### src/rtl/uart_receiver.sv
// uart_receiver: 8N1 UART receive path with mid-bit sampling, framing-error detection and line-break recovery.
// Define UART_RX_PARITY_EN to add an even-parity bit between the data bits and the stop bit.
module uart_receiver #(
    parameter int CLKS_PER_BIT = 5208,
    parameter int DATA_BITS    = 8
) (
    input  logic                 clk,
    input  logic                 reset_key,
    input  logic                 rx,
    output logic [DATA_BITS-1:0] data_out,
    output logic                 data_valid,
    output logic                 frame_error,
    output logic                 parity_error,
    output logic                 busy
);
    localparam int HALF = CLKS_PER_BIT / 2;
    localparam int CW   = $clog2(CLKS_PER_BIT);
    localparam int IW   = $clog2(DATA_BITS);

    typedef enum logic [2:0] {IDLE, START, DATA, PARITY, STOP, BRK} state_t;

    state_t               state_q;
    logic [1:0]           sync_q;
    logic [CW-1:0]        cnt_q;
    logic [IW-1:0]        idx_q;
    logic [DATA_BITS-1:0] shift_q;
    logic [DATA_BITS-1:0] data_q;
    logic                 valid_q;
    logic                 ferr_q;
    logic                 rx_s;
    logic                 bit_end;

    assign rx_s    = sync_q[1];
    assign bit_end = cnt_q == CW'(CLKS_PER_BIT - 1);

`ifdef UART_RX_PARITY_EN
    logic perr_q;
    logic par_bad_q;
    assign parity_error = perr_q;
`else
    assign parity_error = 1'b0;
`endif

    always_ff @(posedge clk) begin
        if (reset_key) begin
            state_q <= IDLE;
            sync_q  <= 2'b11;
            cnt_q   <= '0;
            idx_q   <= '0;
            shift_q <= '0;
            data_q  <= '0;
            valid_q <= 1'b0;
            ferr_q  <= 1'b0;
`ifdef UART_RX_PARITY_EN
            perr_q    <= 1'b0;
            par_bad_q <= 1'b0;
`endif
        end else begin
            sync_q  <= {sync_q[0], rx};
            valid_q <= 1'b0;
            ferr_q  <= 1'b0;
`ifdef UART_RX_PARITY_EN
            perr_q  <= 1'b0;
`endif
            case (state_q)
                IDLE: begin
                    cnt_q <= '0;
                    idx_q <= '0;
                    if (!rx_s) state_q <= START;
                end
                START: begin
                    if (cnt_q == CW'(HALF - 1)) begin
                        cnt_q   <= '0;
                        idx_q   <= '0;
                        state_q <= rx_s ? IDLE : DATA;
                    end else cnt_q <= cnt_q + 1'b1;
                end
                DATA: begin
                    if (bit_end) begin
                        shift_q[idx_q] <= rx_s;
                        cnt_q          <= '0;
                        if (idx_q == IW'(DATA_BITS - 1)) begin
`ifdef UART_RX_PARITY_EN
                            state_q <= PARITY;
`else
                            state_q <= STOP;
`endif
                        end else idx_q <= idx_q + 1'b1;
                    end else cnt_q <= cnt_q + 1'b1;
                end
`ifdef UART_RX_PARITY_EN
                PARITY: begin
                    if (bit_end) begin
                        par_bad_q <= rx_s ^ (^shift_q);
                        cnt_q     <= '0;
                        state_q   <= STOP;
                    end else cnt_q <= cnt_q + 1'b1;
                end
`endif
                STOP: begin
                    if (bit_end) begin
                        cnt_q <= '0;
                        if (rx_s) begin
                            data_q  <= shift_q;
                            state_q <= IDLE;
`ifdef UART_RX_PARITY_EN
                            valid_q <= !par_bad_q;
                            perr_q  <= par_bad_q;
`else
                            valid_q <= 1'b1;
`endif
                        end else begin
                            ferr_q  <= 1'b1;
                            state_q <= BRK;
                        end
                    end else cnt_q <= cnt_q + 1'b1;
                end
                // a held-low line must go high before a new start bit can be seen
                BRK: if (rx_s) state_q <= IDLE;
                default: state_q <= IDLE;
            endcase
        end
    end

    assign data_out    = data_q;
    assign data_valid  = valid_q;
    assign frame_error = ferr_q;
    assign busy        = state_q != IDLE;
endmodule
### config.mk
export PLATFORM = sky130hd
export DESIGN_NAME = uart_receiver
export DESIGN_NICKNAME = d
export VERILOG_FILES = /design/src/rtl/uart_receiver.sv
export SDC_FILE = /design/constraint.sdc
export NUM_CORES = 1
export LEC_CHECK = 0
export CAP_MARGIN = 20
export CORE_MARGIN = 2
export CORE_UTILIZATION = 30
export DETAILED_ROUTE_END_ITERATION = 12
export PLACE_DENSITY = 0.57
export SETUP_SLACK_MARGIN = 0.02
export SYNTH_ARGS = -nofsm -noshare
export SYNTH_HDL_FRONTEND = slang
export SYNTH_SLANG_ARGS = --single-unit
### constraint.sdc
create_clock -name clk -period 2 [get_ports clk]
set_input_delay 0.2 -clock clk [delete_from_list [all_inputs] [get_ports clk]]
set_output_delay 0.2 -clock clk [all_outputs]
set_load 0.005 [all_outputs]
# Yosys cells after proc, flatten, opt, wreduce, memory -nomap -nowiden
# Cells that the tools add are included.
[classes]
n_addsub = 2
order_cmp = 2
n_eq_ne = 14
muxes = 21
n_bitwise = 2
reduce_logical = 11
[op_table]
columns = ["operator", "count"]
rows = [
  ["one-hot mux 13 bit (3 select lines)", 1],
  ["2-to-1 mux 3 bit", 10],
  ["2-to-1 mux 13 bit", 2],
  ["one-hot mux 3 bit (5 select lines)", 1],
  ["!= test 2 bit (second input constant)", 7],
  ["adder 13 x 1 -> 13 bit (second input constant)", 1],
  ["equality test 13 x 12 -> 1 bit (second input constant)", 1],
  ["equality test 13 bit (second input constant)", 1],
  ["equality test 3 bit (second input constant)", 3],
  ["one-hot mux 3 bit (3 select lines)", 1],
  ["nonzero test 3 bit", 3],
  ["bitwise mux 8 bit", 1],
  ["AND reduction 6 bit", 1],
  ["less-than comparator 3 x 4 -> 1 bit (second input constant)", 1],
  ["AND reduction 4 bit", 1],
  ["adder 3 x 1 -> 3 bit (second input constant)", 1],
  ["demux 1 bit (select 3 bit)", 1],
  ["equality test 3 x 1 -> 1 bit (second input constant)", 1],
  ["equality test 3 x 2 -> 1 bit (second input constant)", 1],
  ["greater-or-equal comparator 3 x 1 -> 1 bit (second input constant)", 1],
  ["zero test 3 bit", 1],
  ["2-to-1 mux 1 bit", 3],
  ["AND reduction 3 bit", 1],
  ["OR reduction 3 bit", 1],
  ["5 further kinds", 6],
]
[word_totals]
reg_bits = 39
output_inout_bits = 12
elab_cells = 60

# Depth between registers and ports, before layout
# Gate-level depths: netlist (run 1).
[logic_depth]
word_depth = 5
depth_mapped = 7
ltp_nobuf = 7

# Worst setup path after synthesis (run 1)
# No wires, ideal clock.
[synth_path]
path_type = "reg-to-reg"
startpoint = "reg cnt_q[0]"
endpoint = "reg state_q[0]"
setup_ns = 0.121
arrival_ns = 1.813
t_required_ns = 1.879
path_slack_ns = 0.065
path_stages_with_launch = 7
path_buffers = 0
path_cell_list = "dfxtp_1 > ha_1 > and4_1 > nand3_2 > a22o_4 > a211o_2 > mux2_4"
[synth_via]
elab_chain_len = 3
word_cells_on_any_way = 6
[synth_rtl]
columns = ["item", "line", "text"]
rows = [
  ["start: declaration", "24", "logic [CW-1:0] cnt_q;"],
  ["start signal: assignment", "76", "end else cnt_q <= cnt_q + 1'b1;"],
  ["start signal: assignment", "89", "end else cnt_q <= cnt_q + 1'b1;"],
  ["start signal: assignment", "116", "end else cnt_q <= cnt_q + 1'b1;"],
  ["equality test 13 x 12 -> 1 bit / equality test 13 bit (equally long branches)", "72, 34", ""],
  ["!= test 2 bit (no source line)", "n/a", ""],
  ["AND reduction 6 bit (no source line) (*)", "n/a", ""],
  ["end signal: assignment", "75", "state_q <= rx_s ? IDLE : DATA;"],
  ["end: declaration", "22", "state_t state_q;"],
]
# Every way passes the cells marked *; elsewhere a longest branch is shown, timed or not.
# A chain may end at the register's enable or synchronous reset.

# Worst setup path after layout (run 1)
# Ends and elaborated chain as after synthesis.

==> run_results.csv, run 1 <==
group,metric,value,unit
finish,antenna_cells,0,
placement,placed_area,0.00231,mm^2
finish,area_growth_syn_to_layout,23.4,%
setup_path,worstSetupPathType,"reg2reg",
power_and_ir_drop,switchingPower,0.000452,W
finish,nFillCells,642,
clock_network,htree_levels,2,
finish,layout.nets,260,
sta,hold_violations,0,
finish,multiInputGateArea,0.00115,mm^2
synthesis,synth.ff_latch_count,39,
global_routing,track_usage,12.6,%
synthesis,ys_seq_area_share,39.1,%
finish,stdcell_count,331,
setup_path,crit_path_cell_trace,"ha_2, and4bb_2, nand3_2, a22o_4, a211o_2, mux2_4",
global_routing,grt_overflow_total,0,
floorplanning,die_h,85.6,um
setup_path,critPathSlowestCell,"dfxtp_1",
synthesis,async_flop_share,0,%
synthesis,synthCells,227,
clock_network,cts_resized,0,
finish,ff_latch_area,781,um^2
global_routing,grt_max_degree,21,
synthesis,synth_cell_types,48,
sta,clock_skew,0.00608,ns
power_and_ir_drop,ir_worst_vdd,0.548,mV
setup_path,rrSetupSlack,0.11,ns
detailed_routing,first_iter_violations,117,
detailed_routing,dr.pass1.iters,4,
finish,post-route-util,38.6,%
sta,finalCritPeriodShare,94.6,%
synthesis,synth_area_per_cell,8.79,um^2
floorplanning,fp-row-count,29,
floorplanning,die_area,0.00732,mm^2
setup_path,crit_end,"state_q[0]$_SDFFE_PP0P_",
placement,hpwl,3140,um
placement,portBuffers,13,
outcome,status,"complete, no violations",
floorplanning,ios,15,
job,cap_violations,0,
synthesis,ys_warn_count,0,
sta,period_needed,1.89,ns
power_and_ir_drop,internal_power,0.00133,W
power_and_ir_drop,seqPwrFrac,46.4,%
global_routing,grt_pass1_vias,1591,
sta,rsz0062_at_grt,"no",
synthesis,synth_edf_count,0,
power_and_ir_drop,clockPowerShare,38.6,%
global_routing,grt_antenna_before_repair,0,
setup_path,reg2reg_to,"state_q[0]$_SDFFE_PP0P_",
hold_path,min_delay_path_depth,1,
sta,finalSetupViolations,0,
setup_path,crit_fanout,6,
finish,final_common_cell,"dfxtp_1",
detailed_routing,ant_nets,0,
clock_network,hold_buffers,0,
synthesis,ys.flop_type,"dfxtp_1",
finish,design_area,0.00246,mm^2
power_and_ir_drop,swShare,25.4,%
floorplanning,initial_core_util,31.2,%
clock_network,post_cts_buffers,0,
power_and_ir_drop,p_leak,0.921,nW
detailed_routing,vias,1719,
sta,drv_slew,0,
floorplanning,die_w,85.6,um
clock_network,clk_latency,0.29,ns
power_and_ir_drop,p_comb_share,15.1,%
detailed_routing,drc,0,
setup_path,worstSetupStartpointType,"flop",
placement,dp.cells,323,
detailed_routing,vias_per_cell,5.19,
floorplanning,core_area,0.00639,mm^2
clock_network,cts_tree,"done",
finish,drive_above_1_share,20.9,%
detailed_routing,wire_per_inst,13.4,um
setup_path,end_kind,"flop",
setup_path,r2r_cells,6,
global_routing,grt_pass1_wl,7330,um
power_and_ir_drop,power_density,721,mW/mm^2
clock_network,root_buffer,"clkbuf_8",
sta,setup_tns,0,ns
setup_path,reg2reg_from,"cnt_q[0]$_SDFFE_PP0P_",
synthesis,synth_nets,234,
setup_path,startpoint,"cnt_q[0]$_SDFFE_PP0P_",
setup_path,cp.required,2.18,ns
hold_path,holdCritPathClass,"reg2reg",
clock_network,ctsLongestPathBuffers,2,
clock_network,cts-buffers-inserted,5,
detailed_routing,wirelength,4440,um
finish,layout_common_cells,"dfxtp_1, nor2_1, buf_4",
synthesis,netlist_area,0.00200,mm^2
setup_path,cp_data_arrival_time,2.07,ns
sta,fmax,0.528,GHz
placement,place.gp.congestion,0.801,
clock_network,clkTransAtPathRegs,0.07,ns
setup_path,critPathMaxStageDelay,0.34,ns
clock_network,clock-sinks,39,
==> critical path, delay by kind of cell, from the launching register on <==
kind	cells	cell delay [ns]
compound gates	2	0.59
fa+ha+maj	1	0.19
flops	1	0.34
mux	1	0.30
simple gates	2	0.36
==> area by class of cell <==
| cell class | count | share of cell area (%) |
|---|---|---|
| Inverter | 4 | 0.609 |
| Timing Repair Buffer | 36 | 12.3 |
| Sequential cell | 39 | 31.7 |
| Clock inverter | 2 | 1.42 |
| Multi-Input combinational cell | 167 | 46.7 |
| Tap cell | 77 | 3.91 |
| Clock buffer | 6 | 3.35 |
==> power groups by stage <==
stage | Combinational [W] | Sequential (W) | Clock, W
after CTS | 0.000265 | 0.000823 | 0.000701
after global routing | 0.000294 | 0.000828 | 0.000732
after floorplan | 0.000217 | 0.000824 | 0
final | 0.000268 | 0.000824 | 0.000685
after detailed placement | 0.000264 | 0.000841 | 0
after global placement | 0.000264 | 0.000841 | 0
==> metal layers <==
| layer | vias to the layer above | track usage [%] | routed length, um |
|---|---|---|---|
| li1 | 876 | - | - |
| met1 | 807 | 17.5 | 2230 |
| met2 | 30 | 19.1 | 1980 |
| met3 | 6 | 2.31 | 163 |
| met4 | 0 | 5.48 | 72 |
| met5 | - | 0 | 0 |
==> cell families (layout without fill, tap and decap cells) <==
group,Yosys count,after routing,synth area share (%)
other,1,1,0.188
xor gates and xnor gates,3,3,1.32
and+or+nand+nor,105,105,29.7
muxes,21,21,10.8
buffers and inverters,21,48,4.83
adders and majority gates,5,5,3.01
DFF,39,39,39.1
AOI/OAI and AO/OA,32,32,11.0
==> metrics by stage <==
step / setup slack [ns] / hold slack [ns] / total power (W)
2_1_floorplan: 0.0652 / 0.304 / 0.00104
3_3_place_gp: 0.137 / 0.392 / 0.00110
3_5_place_dp: 0.0931 / 0.395 / 0.00111
4_1_cts: 0.0643 / 0.413 / 0.00179
5_1_grt: 0.0208 / 0.416 / 0.00185
6_report: 0.108 / 0.411 / 0.00178
==> worst min path at each step <==
stage	start	end	slack, ns
2_1_floorplan	rx	sync_q[0]$_SDFF_PP1_	0.30
3_3_place_gp	sync_q[0]$_SDFF_PP1_	sync_q[1]$_SDFF_PP1_	0.39
3_5_place_dp	sync_q[0]$_SDFF_PP1_	sync_q[1]$_SDFF_PP1_	0.39
4_1_cts	sync_q[0]$_SDFF_PP1_	sync_q[1]$_SDFF_PP1_	0.41
5_1_grt	sync_q[0]$_SDFF_PP1_	sync_q[1]$_SDFF_PP1_	0.42
6_report	sync_q[0]$_SDFF_PP1_	sync_q[1]$_SDFF_PP1_	0.41
==> registers in the layout, summed over array words and instances, names as in the netlist <==
signal and flops:
cnt_q 13, data_out 8, shift_q 8, idx_q 3
state_q 3, sync_q 2, data_valid 1, frame_error 1
==> synthesized netlist by cell type, types with 2 or more instances <==
master	count	share of area, %
o21ai_0	8	2.0
ha_1	4	2.5
a21oi_1	5	1.3
a41oi_1	2	0.88
nand4_1	9	2.8
nor4_1	6	1.9
mux2i_1	20	10
buf_4	2	0.75
clkbuf_1	7	1.3
nor4b_1	2	0.88
nand3_1	8	2.0
and4bb_2	3	1.9
nor2_1	37	7.0
nand2b_1	4	1.3
nor3_1	9	2.3
a2111oi_0	2	0.88
or2_2	3	0.94
and2_1	2	0.63
nand2_1	10	1.9
inv_1	4	0.75
a31oi_1	7	2.2
xnor2_1	3	1.3
dfxtp_1	39	39
buf_2	7	1.8
Note: power is estimated with default switching activity, not from simulation.
==> run 2, diff against run 1 <==
--- a/config.mk
+++ b/config.mk
@@ -7,9 +7,10 @@
 export LEC_CHECK = 0
 export CAP_MARGIN = 20
-export CORE_MARGIN = 2
+export CORE_MARGIN = 8
 export CORE_UTILIZATION = 30
 export DETAILED_ROUTE_END_ITERATION = 12
 export PLACE_DENSITY = 0.57
 export SETUP_SLACK_MARGIN = 0.02
+export SKIP_LAST_GASP = 1
 export SYNTH_ARGS = -nofsm -noshare
 export SYNTH_HDL_FRONTEND = slang
==> constraint.sdc (replaced) <==
create_clock -name clk -period 2 [get_ports clk]
set_input_delay 0.3 -clock clk [delete_from_list [all_inputs] [get_ports clk]]
set_output_delay 0.3 -clock clk [all_outputs]
set_load 0.005 [all_outputs]
==> run 2 against run 1 <==
Effect of this change:
- global-route usage fell by 2.3 points
- power rose by 6.6%
- final area barely moved
- clock-buffer cell count did not move
- critical path type is now reg2out
- cell count rose by 0.30%
- sequential cell count did not move
- core utilization barely moved
- register-to-register slack barely moved
- largest cell class unchanged
- die area rose by 30%
- sequential power barely moved
==> run_results.csv, run 2 (synthesized netlist as in run 1, its figures left out) <==
group,metric,value,unit
sta,hold_violations,0,
clock_network,cts_tree,"done",
clock_network,clkTransAtPathRegs,0.08,ns
power_and_ir_drop,switchingPower,0.000475,W
clock_network,htree_levels,2,
sta,clock_skew,0.00332,ns
job,cap_violations,0,
global_routing,grt_pass1_vias,1715,
finish,nFillCells,677,
detailed_routing,first_iter_violations,110,
placement,placed_area,0.00232,mm^2
clock_network,hold_buffers,0,
global_routing,grt_max_degree,34,
global_routing,grt_antenna_before_repair,0,
sta,fmax,0.525,GHz
floorplanning,die_w,97.6,um
setup_path,crit_fanout,12,
sta,rsz0062_at_grt,"yes",
finish,final_common_cell,"dfxtp_1",
detailed_routing,wire_per_inst,13.8,um
placement,place.gp.congestion,0.781,
placement,hpwl,3210,um
detailed_routing,vias,1651,
global_routing,grt_pass1_wl,8160,um
floorplanning,die_area,0.00952,mm^2
finish,layout_common_cells,"dfxtp_1, nor2_1, buf_4",
detailed_routing,dr.pass1.iters,4,
floorplanning,initial_core_util,31.2,%
placement,portBuffers,13,
detailed_routing,ant_nets,0,
finish,antenna_cells,0,
setup_path,worstSetupStartpointType,"flop",
floorplanning,core_area,0.00639,mm^2
finish,design_area,0.00246,mm^2
floorplanning,fp-row-count,29,
finish,drive_above_1_share,19.2,%
hold_path,min_delay_path_depth,1,
floorplanning,die_h,97.6,um
detailed_routing,wirelength,4590,um
setup_path,cp_data_arrival_time,1.60,ns
setup_path,end_kind,"primary output",
finish,layout.nets,261,
global_routing,track_usage,10.3,%
setup_path,crit_path_cell_trace,"or3_1, clkdlybuf4s50_1",
hold_path,holdCritPathClass,"reg2reg",
setup_path,r2r_cells,6,
setup_path,cp.required,1.70,ns
power_and_ir_drop,p_comb_share,14.4,%
clock_network,root_buffer,"clkbuf_8",
detailed_routing,vias_per_cell,4.97,
finish,regMostFlops,"cnt_q",
setup_path,critPathMaxStageDelay,0.45,ns
setup_path,rrSetupSlack,0.1,ns
sta,drv_slew,0,
outcome,status,"complete, no violations",
clock_network,ctsLongestPathBuffers,2,
power_and_ir_drop,internal_power,0.00142,W
power_and_ir_drop,swShare,25.1,%
clock_network,clock-sinks,39,
power_and_ir_drop,clockPowerShare,42.0,%
power_and_ir_drop,power_density,769,mW/mm^2
sta,period_needed,1.90,ns
global_routing,grt_overflow_total,0,
power_and_ir_drop,p_leak,0.934,nW
floorplanning,ios,15,
sta,finalSetupViolations,0,
power_and_ir_drop,ir_worst_vdd,0.433,mV
sta,finalCritPeriodShare,95.2,%
finish,largest_register_ffs,13,
setup_path,critPathSlowestCell,"clkdlybuf4s50_1",
clock_network,clk_latency,0.30,ns
power_and_ir_drop,p_total,0.00189,W
detailed_routing,drc,0,
setup_path,worstSetupPathType,"reg2out",
finish,area_growth_syn_to_layout,23.4,%
clock_network,cts-buffers-inserted,5,
power_and_ir_drop,seqPwrFrac,43.6,%
-- run 2: changes by cell type in the layout (fill, tap and decap cells not counted), sizes merged --
cell | previous run | this run
buf | 23 | 24
bufinv | 1 | 2
clkinv | 1 | 0
-- run 2: through the flow --
| step | hold slack (ns) | util [%] | setup TNS, ns | worst slack [ns] | std cells |
|---|---|---|---|---|---|
| after CTS | 0.417 | 38.4 | 0 | 0.0908 | 332 |
| after global routing | 0.433 | 38.6 | -0.0149 | -0.0118 | 332 |
| after global placement | 0.393 | 36.3 | 0 | 0.141 | 324 |
| after detailed placement | 0.407 | 36.3 | 0 | 0.115 | 324 |
| after floorplan | 0.389 | - | 0 | 0.0652 | 227 |
| final | 0.413 | 38.6 | 0 | 0.0954 | 332 |
-- run 2: worst paths after layout --
check / from / end
max: state_q[0]$_SDFFE_PP0P_ / busy
min: sync_q[0]$_SDFF_PP1_ / sync_q[1]$_SDFF_PP1_
max reg2reg: cnt_q[0]$_SDFFE_PP0P_ / state_q[0]$_SDFFE_PP0P_
min reg2reg: sync_q[0]$_SDFF_PP1_ / sync_q[1]$_SDFF_PP1_
-- run 2: power groups by stage --
stage	clock network, W	logic [W]	registers, W
2_1_floorplan	0	0.000217	0.000824
3_3_place_gp	0	0.000265	0.000843
3_5_place_dp	0	0.000264	0.000843
4_1_cts	0.000811	0.000267	0.000825
5_1_grt	0.000853	0.000300	0.000833
6_report	0.000795	0.000273	0.000826
-- run 2: layout make-up --
type                       instances  area (um^2)  area share (%)
timing repair buffer              37          310            12.6
tap                               77         96.3            3.91
multi-input combinational        167         1130            45.8
sequential                        39          781            31.7
clock buffer                       6         72.6            2.95
inverter                           4         15.0           0.610
clock inverter                     2         60.1            2.44
-- run 2: what timing repair did --
action | in CTS | in global routing
resized for setup | 0 | 2
setup endpoints to repair | 0 | 6
setup buffers | 0 | 0
-- run 2: critical path: cells and delay by family (launching register included) --
kind	cells	cell delay (ns)
buffers and inverters	1	0.45
AND/OR/NAND/NOR	1	0.41
flip-flops	1	0.44
-- run 2: metal layers --
metal | vias up | part of all wire (%) | global-route usage (%)
li1 | 876 | - | -
met4 | 0 | 2.0 | 4.90
met5 | - | 0 | 0
met3 | 6 | 3.2 | 3.27
met1 | 754 | 52 | 13.2
met2 | 15 | 43 | 15.2
